File: config.mk
export PLATFORM = sky130hd
export DESIGN_NAME = reg_file_alu
export DESIGN_NICKNAME = d
export VERILOG_FILES = /design/src/rtl/reg_file_alu.sv
export SDC_FILE = /design/constraint.sdc
export NUM_CORES = 1
export LEC_CHECK = 0
export CAP_MARGIN = 30
export CORE_MARGIN = 2
export CORE_UTILIZATION = 40
export DETAILED_ROUTE_END_ITERATION = 6
export SETUP_SLACK_MARGIN = 0.15
export SLEW_MARGIN = 5
export SYNTH_ARGS = -nofsm -noshare
export SYNTH_HDL_FRONTEND = slang
export SYNTH_SLANG_ARGS = --single-unit
File: constraint.sdc
create_clock -name clk -period 9 [get_ports clk]
set_clock_uncertainty 0.05 [all_clocks]
set_input_delay 1.35 -clock clk [delete_from_list [all_inputs] [get_ports clk]]
set_output_delay 1.35 -clock clk [all_outputs]
set_load 0.03 [all_outputs]
File: src/rtl/reg_file_alu.sv
// Eight-entry register file with two combinational read ports feeding a
// combinational eight-function ALU; writes are synchronous, reset is asynchronous.
module reg_file_alu #(
    parameter int WIDTH  = 8,
    parameter int ADDR_W = 3
) (
    input  logic              clk,
    input  logic              reset,
    input  logic              load,
    input  logic [WIDTH-1:0]  d,
    input  logic [ADDR_W-1:0] sel_w,
    input  logic [ADDR_W-1:0] sel_r1,
    input  logic [ADDR_W-1:0] sel_r2,
    input  logic [2:0]        op,
    output logic [WIDTH-1:0]  q1,
    output logic [WIDTH-1:0]  q2,
    output logic [WIDTH-1:0]  result,
    output logic              zero
);

    localparam int NUM_REGS = 1 << ADDR_W;

    typedef enum logic [2:0] {
        OP_ADD = 3'b000,
        OP_SUB = 3'b001,
        OP_AND = 3'b010,
        OP_OR  = 3'b011,
        OP_XOR = 3'b100,
        OP_NOT = 3'b101,
        OP_SHL = 3'b110,
        OP_SHR = 3'b111
    } alu_op_e;

    logic [WIDTH-1:0] regs [NUM_REGS];
    logic [WIDTH-1:0] a;
    logic [WIDTH-1:0] b;
    alu_op_e          alu_op;

    // NOTE: the array is built from flops, not a RAM macro, so clearing every
    // entry on reset is legal and guarantees the read ports never show X.
    // NOTE: sequential state is updated with non-blocking assignments only.
    always_ff @(posedge clk or negedge reset) begin
        if (!reset) begin
            for (int i = 0; i < NUM_REGS; i++) begin
                regs[i] <= '0;
            end
        end else if (load) begin
            regs[sel_w] <= d;
        end
    end

    // No bypass: a same-cycle write becomes visible only after the edge.
    assign q1 = regs[sel_r1];
    assign q2 = regs[sel_r2];

    assign a      = q1;
    assign b      = q2;
    assign alu_op = alu_op_e'(op);

    // NOTE: result gets a default before the case so no latch can be inferred.
    always_comb begin
        result = '0;
        case (alu_op)
            OP_ADD:  result = a + b;
            OP_SUB:  result = a - b;
            OP_AND:  result = a & b;
            OP_OR:   result = a | b;
            OP_XOR:  result = a ^ b;
            OP_NOT:  result = ~a;
            OP_SHL:  result = {a[WIDTH-2:0], 1'b0};
            OP_SHR:  result = {1'b0, a[WIDTH-1:1]};
            default: result = '0;
        endcase
    end

    assign zero = (result == '0);

endmodule

Word-level counts from Yosys, hierarchy flattened
Index checks and enable logic that the tools add are counted.

word-level totals
  flip-flop bits (word level) = 64
  output and inout bits = 25

operators by class
  add/sub/neg operators = 2
  magnitude comparators = 4
  equality and inequality tests = 7
  mux-type cells = 10
  bitwise gates (word level) = 7
  reduce and logical (&&, ||, !) cells = 3

operators by type and width
  kind                number
  $bwmux 64           1
  $pmux 8 s8          1
  $bmux 8 s3          2
  $mux 8              5
  $demux 8 s3         1
  $eq 3x3->1 const B  4
  $ge 4x4->1 const B  3
  $not 3->4           3
  $add 8x8->8         1
  $and 8x8->8         1
  $logic_not 8->1     1
  $not 8->8           1
  $or 8x8->8          1
  $sub 8x8->8         1
  $xor 8x8->8         1
  $eq 3x2->1 const B  2
  $lt 4x1->1 const B  1
  $eq 3x1->1 const B  1
  $logic_not 3->1     1
  $logic_and 1x1->1   1

Depth between registers and ports, before layout
  depth in word-level cells = 7
  gate-level depth with buffers = 16
  gate-level depth less buffers = 14

Worst setup path before layout
OpenSTA, ideal clock, no wires.

  path type = input -> output
  start point = input sel_r2[1]
  end point = output zero
  arrival = 5.511 ns
  path slack = 2.089 ns
  cell stages on the path = 14
  path buffers = 2
  cell sequence = buf_2 > buf_1 > mux4_2 > mux2i_1 > inv_1 > xnor2_1 > ha_1 > o21ai_0 > a21oi_1 > o21ai_0 > o21a_1 > or4b_1 > or4_1 > a211oi_2

on the way
  cells in the longest elaborated chain, start to end = 7
  elaborated cells between the ends (all ways) = 11

ends and longest elaborated chain
  item                                            line  source
  from (decl)                                     13    input logic [ADDR_W-1:0] sel_r2,
  $not 3->4 (not written as such) (*)             54    assign q2 = regs[sel_r2];
  $bmux 8 s3 (*)                                  54
  $mux 8 (not written as such) (*) (2 in series)  54
  net q2[3]                                       16    output logic [WIDTH-1:0] q2,
  $sub 8x8->8, or another cell as far along       65    OP_SUB: result = a - b;
  $pmux 8 s8 (*)                                  63    case (alu_op)
  net result[3]                                   17    output logic [WIDTH-1:0] result,
  $logic_not 8->1 (*)                             76    assign zero = (result == '0);
  to (decl)                                       18    output logic zero

Mark *: on every way through the listed nets, which the timed path passes. The rest lies on a longest branch. The select of a mux whose other input is x is not followed.

Worst setup path in the final report
  start point = input sel_r2[1]
  end point = output zero

on the way
  cells in the longest elaborated chain, start to end = 7
  elaborated cells between the ends (all ways) = 11

ends and longest elaborated chain
  item                                            line
  $not 3->4 (not written as such) (*)             54
  $bmux 8 s3 (*)                                  54
  $mux 8 (not written as such) (*) (2 in series)  54
  $sub 8x8->8, or another cell as far along       65
  $pmux 8 s8 (*)                                  63
  $logic_not 8->1 (*)                             76

Mark *: on every way between the ends. The rest lies on a longest branch, timed or not. The select of a mux whose other input is x is not followed.

==> flow_summary.toml <==
[placement]
dp_cells = 543
gp_congestion = 0.865
dpl.hpwl_um = 7920
place_area_um2 = 5180
preCtsSetupSlack_ns = 0.999
port_buffers = 47

[setup_path]
setup.worst_path.end = "zero"
reg2reg_setup_slack_ns = 8.15
worstSetupPathType = "input pin to output pin"
r2r_cells = 1
max_stage_delay_ns = 0.86
cp_cell_sequence = "clkdlybuf4s50_1 -> mux4_2 -> mux2i_1 -> ha_1 -> a21oi_1 -> xor2_1 -> ha_1 -> a21o_1 -> a21oi_1 -> xnor2_1 -> mux4_2 -> or4b_1 -> or4_1 -> a211oi_2 -> clkdlybuf4s50_1"
cp-end-kind = "output pin"
r2r-start = "regs[7]"
r2r_end = "regs[7]"
cp-start-kind = "input pin"
cp_slowest_cell = "clkdlybuf4s50_1"
crit_arrival_ns = 6.58
crit_fanout = 9
required_ns = 7.60
startpoint = "sel_r2[1]"

[clock_network]
clk_latency_ns = 0.33
ctsHoldBuffers = 0
cts_tree = "done"
h-tree-depth = 3
post_cts_resized = 0
clockRootBuffer = "clkbuf_16"
cts.sinks = 64
cts_buffers = 9
cts_setup_buffers = 0
clk_pin_slew_worst_paths_ns = 0.05
clock_path_buffers = 2

[detailed_routing]
wl_per_cell_um = 19.0
vias = 3213
finalWirelength_um = 10700
drt-initial-drc-count = 242
firstDrtPassIters = 6
ant_nets = 0
via_per_inst = 5.74
drc = 0

[power]
power_leakage_nw = 2.40
power.total_mw = 1.37
peakVddDrop_mv = 0.112
p_int_mw = 0.896
power.density_nw_per_um2 = 249
p_sw_mw = 0.475
combPwrFrac_pct = 44.8
sequentialPowerShare_pct = 29.2
clockPowerShare_pct = 26.0
swShare_pct = 34.6

[cells_and_area]
largest_register_ffs = 64
syn_to_final_growth_pct = 20.9
final_nets = 463
final_util_pct = 50.2
diodes = 0
regMostFlops = "regs"
post-route-cell-area_um2 = 5510
fin_cells = 560
multi_input_area_um2 = 2770
fillCellCount = 975
register_area_um2 = 1600
final_layout_size_suffix_gt1_share_pct = 28.3
largestRegisters = "regs (64)"

[sta]
final_max_slew_viol_count = 0
hold_ws_ns = 0.476
slew_headroom_pct = 36.9
finalHoldViolCount = 0
finalSetupViolCount = 0
worstMarginPinSlew_ns = 0.941
finalCritPeriodShare_pct = 88.7
rsz0062_at_grt = "no"
fmax_mhz = 125
period_needed_ns = 7.98
fin_tns_setup_ns = 0
setup_slack_ns = 1.02

[status]
status = "finished, final reports clean"

[floorplan]
io_pins = 48
die_h_um = 111
std_cell_rows = 38
coreArea_um2 = 11000
dieArea_um2 = 12300
die_x_um = 111
start_util_pct = 41.5

[synthesis]
synthDominantCellAreaShare_pct = 35.1
synth_top_family_by_area = "multiplexers"
avgSynthCellArea_um2 = 12.5
yosys_register_bits = 64
ys_seq_area_share_pct = 35.1
syn_area_um2 = 4560
synth_nets = 414
synth-compound-area-share_pct = 6.89
yosysTopAreaCell = "dfrtp_1"
synthDistinctLibCells = 49
ys_warn_count = 0
synth_xor_area_share_pct = 2.11
syn_inst = 366
synth-simple-area-share_pct = 5.52
muxShareOfSynthArea_pct = 38.9
synthTopCellsByArea = "dfrtp_1, mux2_2, mux4_2"
synthAdderAreaFrac_pct = 7.03

[global_route]
grt_pass1_vias = 3252
gr-max-usage-layer = "met2"
grt_start_max_net_pins = 65
grt.met3_usage_pct = 3.01
grt_use_total_pct = 18.1
grt_pass1_wl_um = 17500
met2_usage_pct = 28.4
grt_overflow = 0
globalRouteMet1Util_pct = 25.0
antenna_found_initial = 0

[min_path]
hold_path.class = "flip-flop to flip-flop"
hp-start = "regs[47]"

[job]
maxCapViolCount = 0
-- per-layer routing --
layer  wire length, um  vias up
met5                 0        -
met4               287        0
met3               431       20
met2              5010       92
met1              4920     1613
li1                  -     1488
-- final cells by class --
| class | count | share of cell area [%] |
|---|---|---|
| Inverter | 27 | 1.84 |
| Clock buffer | 14 | 5.15 |
| Sequential cell | 64 | 29.1 |
| Tap cell | 140 | 3.18 |
| Timing Repair Buffer | 57 | 9.92 |
| Multi-Input combinational cell | 256 | 50.2 |
| Clock inverter | 2 | 0.636 |
-- worst min path at each step --
stage / cells after the start / end
2_1_floorplan: 1 / regs[32]
3_3_place_gp: 1 / regs[15]
3_5_place_dp: 1 / regs[25]
4_1_cts: 1 / regs[1]
5_1_grt: 1 / regs[0]
6_report: 1 / regs[47]
-- Yosys cell counts (all sizes together) --
cell type  number
mux2           66
dfrtp          64
mux4           33
inv            26
ha             24
mux2i          23
nand2          16
a21oi          13
o21ai          12
clkbuf         10
nor2           10
buf             9
xnor2           9
nand2b          6
a211oi          4
a21o            4
nand4b          3
nor3            3
a211o           2
a31oi           2
nand3           2
nand4           2
nor3b           2
o22ai           2
xor2            2
a21boi          1
a311oi          1
a32oi           1
and2            1
clkinv          1
fa              1
nand3b          1
o2111ai         1
o211ai          1
o21a            1
o21bai          1
o221ai          1
o31ai           1
o32ai           1
or3             1
or4             1
or4b            1
-- logic make-up (layout without fill, tap and decap cells) --
| kind of cell | count (synthesis) | after routing |
|---|---|---|
| muxes | 122 | 122 |
| DFF | 64 | 64 |
| AOI/OAI and AO/OA | 49 | 49 |
| and+or+nand+nor | 49 | 49 |
| buffers and inverters | 46 | 100 |
| adders and majority gates | 25 | 25 |
| xor gates and xnor gates | 11 | 11 |
-- critical path: cells and delay by family --
kind | cells | cell delay [ns]
XOR/XNOR | 2 | 0.31
adder cells (fa/ha/maj) | 2 | 0.62
AO/OA/AOI/OAI | 4 | 0.64
AND/OR/NAND/NOR | 2 | 0.86
multiplexers | 3 | 1.26
buffers and inverters | 2 | 1.55
-- layout by cell type, fill, tap and decap left out, types with 2 or more instances in the layout --
cell and instances:
nand4_1 2, mux2_2 66, o22ai_1 2, dfrtp_1 64, a211o_1 2, a31oi_1 2
nor3_2 2, o21ai_0 12, nand2b_1 6, xnor2_1 9, ha_1 24, clkdlybuf4s50_1 46
nand4b_1 3, a21o_1 4, nand2_1 16, clkbuf_16 9, mux4_2 22, a21oi_1 13
mux4_1 11, mux2i_1 21, clkbuf_8 5, nand3_1 2, a211oi_1 3, nor3b_1 2
buf_4 9, nor2_1 10, xor2_1 2, inv_1 26
-- power by group through the flow --
stage / clock [mW] / sequential [mW] / combinational [mW]
floorplan: 0 / 0.383 / 0.452
global placement: 0 / 0.400 / 0.607
detailed placement: 0 / 0.403 / 0.616
CTS: 0.365 / 0.399 / 0.618
global route: 0.380 / 0.408 / 0.676
finish: 0.357 / 0.400 / 0.615
No activity file was read; power rests on OpenSTA's default activity.
==> RTL change (same flow settings) <==
Set the parameter `ADDR_W` to 2 (it was 3).
--- a/src/rtl/reg_file_alu.sv
+++ b/src/rtl/reg_file_alu.sv
@@ -4,3 +4,3 @@
     parameter int WIDTH  = 8,
-    parameter int ADDR_W = 3
+    parameter int ADDR_W = 2
 ) (
Interface: changed (resized sel_r1, sel_r2 and sel_w); port bits go from 48 to 45. No check against the original RTL was run, so the function may have changed too.
==> RTL change against the unedited design <==
Fmax increased by 10%. Setup slack better by 0.74 ns. Critical path type unchanged. Largest power group unchanged. Count of clock-buffer cells in the layout down 8. Design area fell by 35%. Hold slack better by 0.00051 ns. Die area is 34% lower. Routed wire length fell by 36%. Total power shrank 44%. Cell count shrank 28%. Sequential cell count down 32. Non-clock buffer count shrank 9. Synthesized area is 35% lower.
==> RTL change: results (changes against the unedited design) <==
Hold_sp - regs[15] (was regs[47])
Synth top cells by count - mux2_2 (34), dfrtp_1 (32), ha_1 (24) (was mux2_2 (66), dfrtp_1 (64), inv_1 (26))
Number of global-route vias before repair - 2267 (was 3252)
DR pass1 iterations - 4 (was 6)
Synth top area cells - dfrtp_1 (27%), mux4_2 (18%), mux2_2 (13%) (was dfrtp_1 (35%), mux2_2 (16%), mux4_2 (11%))
Largest net degree at the start of global routing - 36 (was 65)
WL per Instance - 17.0 um (was 19.0 um)
Worst hold path type - flip-flop to flip-flop (unchanged)
Post-detail-place hpwl - 5240 um (was 7920 um)
Skew-Pair Late Insertion Delay - 0.27 ns (was 0.33 ns)
Most used DFF post-synth - dfrtp_1 (unchanged)
RD Place Congestion - 0.795 (was 0.865)
Global-route usage over all layers - 17.7% (was 18.1%)
CTS root buffer - clkbuf_8 (was clkbuf_16)
Share of layout cells above drive strength 1 - 24.5% (was 28.3%)
Crit path launch - sel_r2[0] (was sel_r2[1])
NumNets Final - 347 (was 463)
Required time worst endpoint - 7.60 ns (about the same)
Worst Tran Pin Value - 0.825 ns (was 0.941 ns)
PostCTS Resize Cnt - 0 (unchanged)
Clock Path Buffers - 2 (unchanged)
H-Tree Depth - 2 (was 3)
Postcts setup bufs - 0 (unchanged)
Status - complete, no violations (unchanged)
Post-synthesis sequential area ratio - 27.1% (was 35.1%)
Global-route wire length before repair - 11600 um (was 17500 um)
Synth async-reset ratio - 100% (unchanged)
Antenna cell count - 0 (unchanged)
Top Registers - regs x32 (was regs x64)
Starting DRT DRC Count - 81 (was 242)
# port buffers - 44 (was 47)
Total CTS buffers - 5 (was 9)
Syn. warnings - 0 (unchanged)
LEAKAGE - 1.44 nW (was 2.40 nW)
Critical-path maximum fanout - 8 (was 9)
Post-synth net total - 305 (was 414)
Initial antenna violation count - 0 (unchanged)
Max IR drop VDD - 0.139 mV (was 0.112 mV)
Fill cell count - 671 (was 975)
Crit Reg-Reg Startpoint - regs[26] (was regs[7])
Largest reg by FF count - regs (unchanged)
Synth cell types - 43 (was 49)
Clk pin slew, worst setup/hold paths - 0.06 ns
Vias per cell - 5.61 (was 5.74)
==> RTL change: logic make-up (layout without fill, tap and decap cells) <==
family          count (synthesis)  after routing  share of synthesized area, %
buf+inv                        33             75                          5.12
fa+ha+maj                      25             25                          10.8
xor+xnor                       11             11                          3.26
flops                          32             32                          27.1
compound gates                 43             43                          9.95
simple gates                   53             53                          9.57
mux                            63             63                          34.2
==> RTL change: critical path, stage by stage <==
cell and delay, ns:
clkdlybuf4s50_1 0.85, mux4_2 0.66, inv_1 0.12, ha_1 0.19, a31oi_1 0.10, xnor2_1 0.16, ha_1 0.33, and3_1 0.19
a211oi_1 0.38, o21ai_0 0.18, xnor2_1 0.28, o311ai_4 0.12, nor4_2 0.23, clkdlybuf4s50_1 0.70
==> RTL change: worst paths after layout <==
check | end | slack [ns] | depth (start not counted)
worst max-delay path | zero | 1.76 | 14
worst min-delay path | regs[15] | 0.48 | 1
worst max register to register | regs[26] | 8.14 | 1
worst min register to register | regs[15] | 0.48 | 1
max in group asynchronous | regs[16] | 7.19 | 2
min in group asynchronous | regs[21] | 1.41 | 2
==> RTL change: metal layers <==
layer / wire length (um) / vias up / track usage, %
li1: - / 1067 / -
met1: 3120 / 1124 / 22.8
met2: 3360 / 55 / 31.8
met3: 270 / 5 / 2.26
met4: 51 / 0 / 3.85
met5: 0 / - / 0
==> RTL change: per-stage QoR <==
stage	instances	cell area, sq um	utilization (%)	hold slack [ns]	setup slack (ns)
finish	401	3560	49.3	0.476	1.76
global route	401	3560	49.3	0.501	1.43
CTS	401	3560	49.3	0.474	1.69
detailed placement	394	3480	48.2	0.459	1.69
global placement	394	3480	48.2	0.455	1.77
floorplan	260	2960	-	0.441	2.85
==> RTL change: cell type report <==
class | instances | area (sq um) | area share (%)
repair buffers | 48 | 470 | 13.2
inverters | 20 | 75.1 | 2.11
flip-flops and latches | 32 | 801 | 22.5
clock inverters | 1 | 5.00 | 0.141
clock buffers | 6 | 72.6 | 2.04
well taps | 99 | 124 | 3.48
multi-input cells | 195 | 2010 | 56.5
==> RTL change: report_power, final <==
part	leakage [nW]	internal, mW	switching, mW
Clock	0.0410	0.0524	0.0475
Sequential	0.379	0.171	0.0254
Combinational	1.02	0.222	0.250
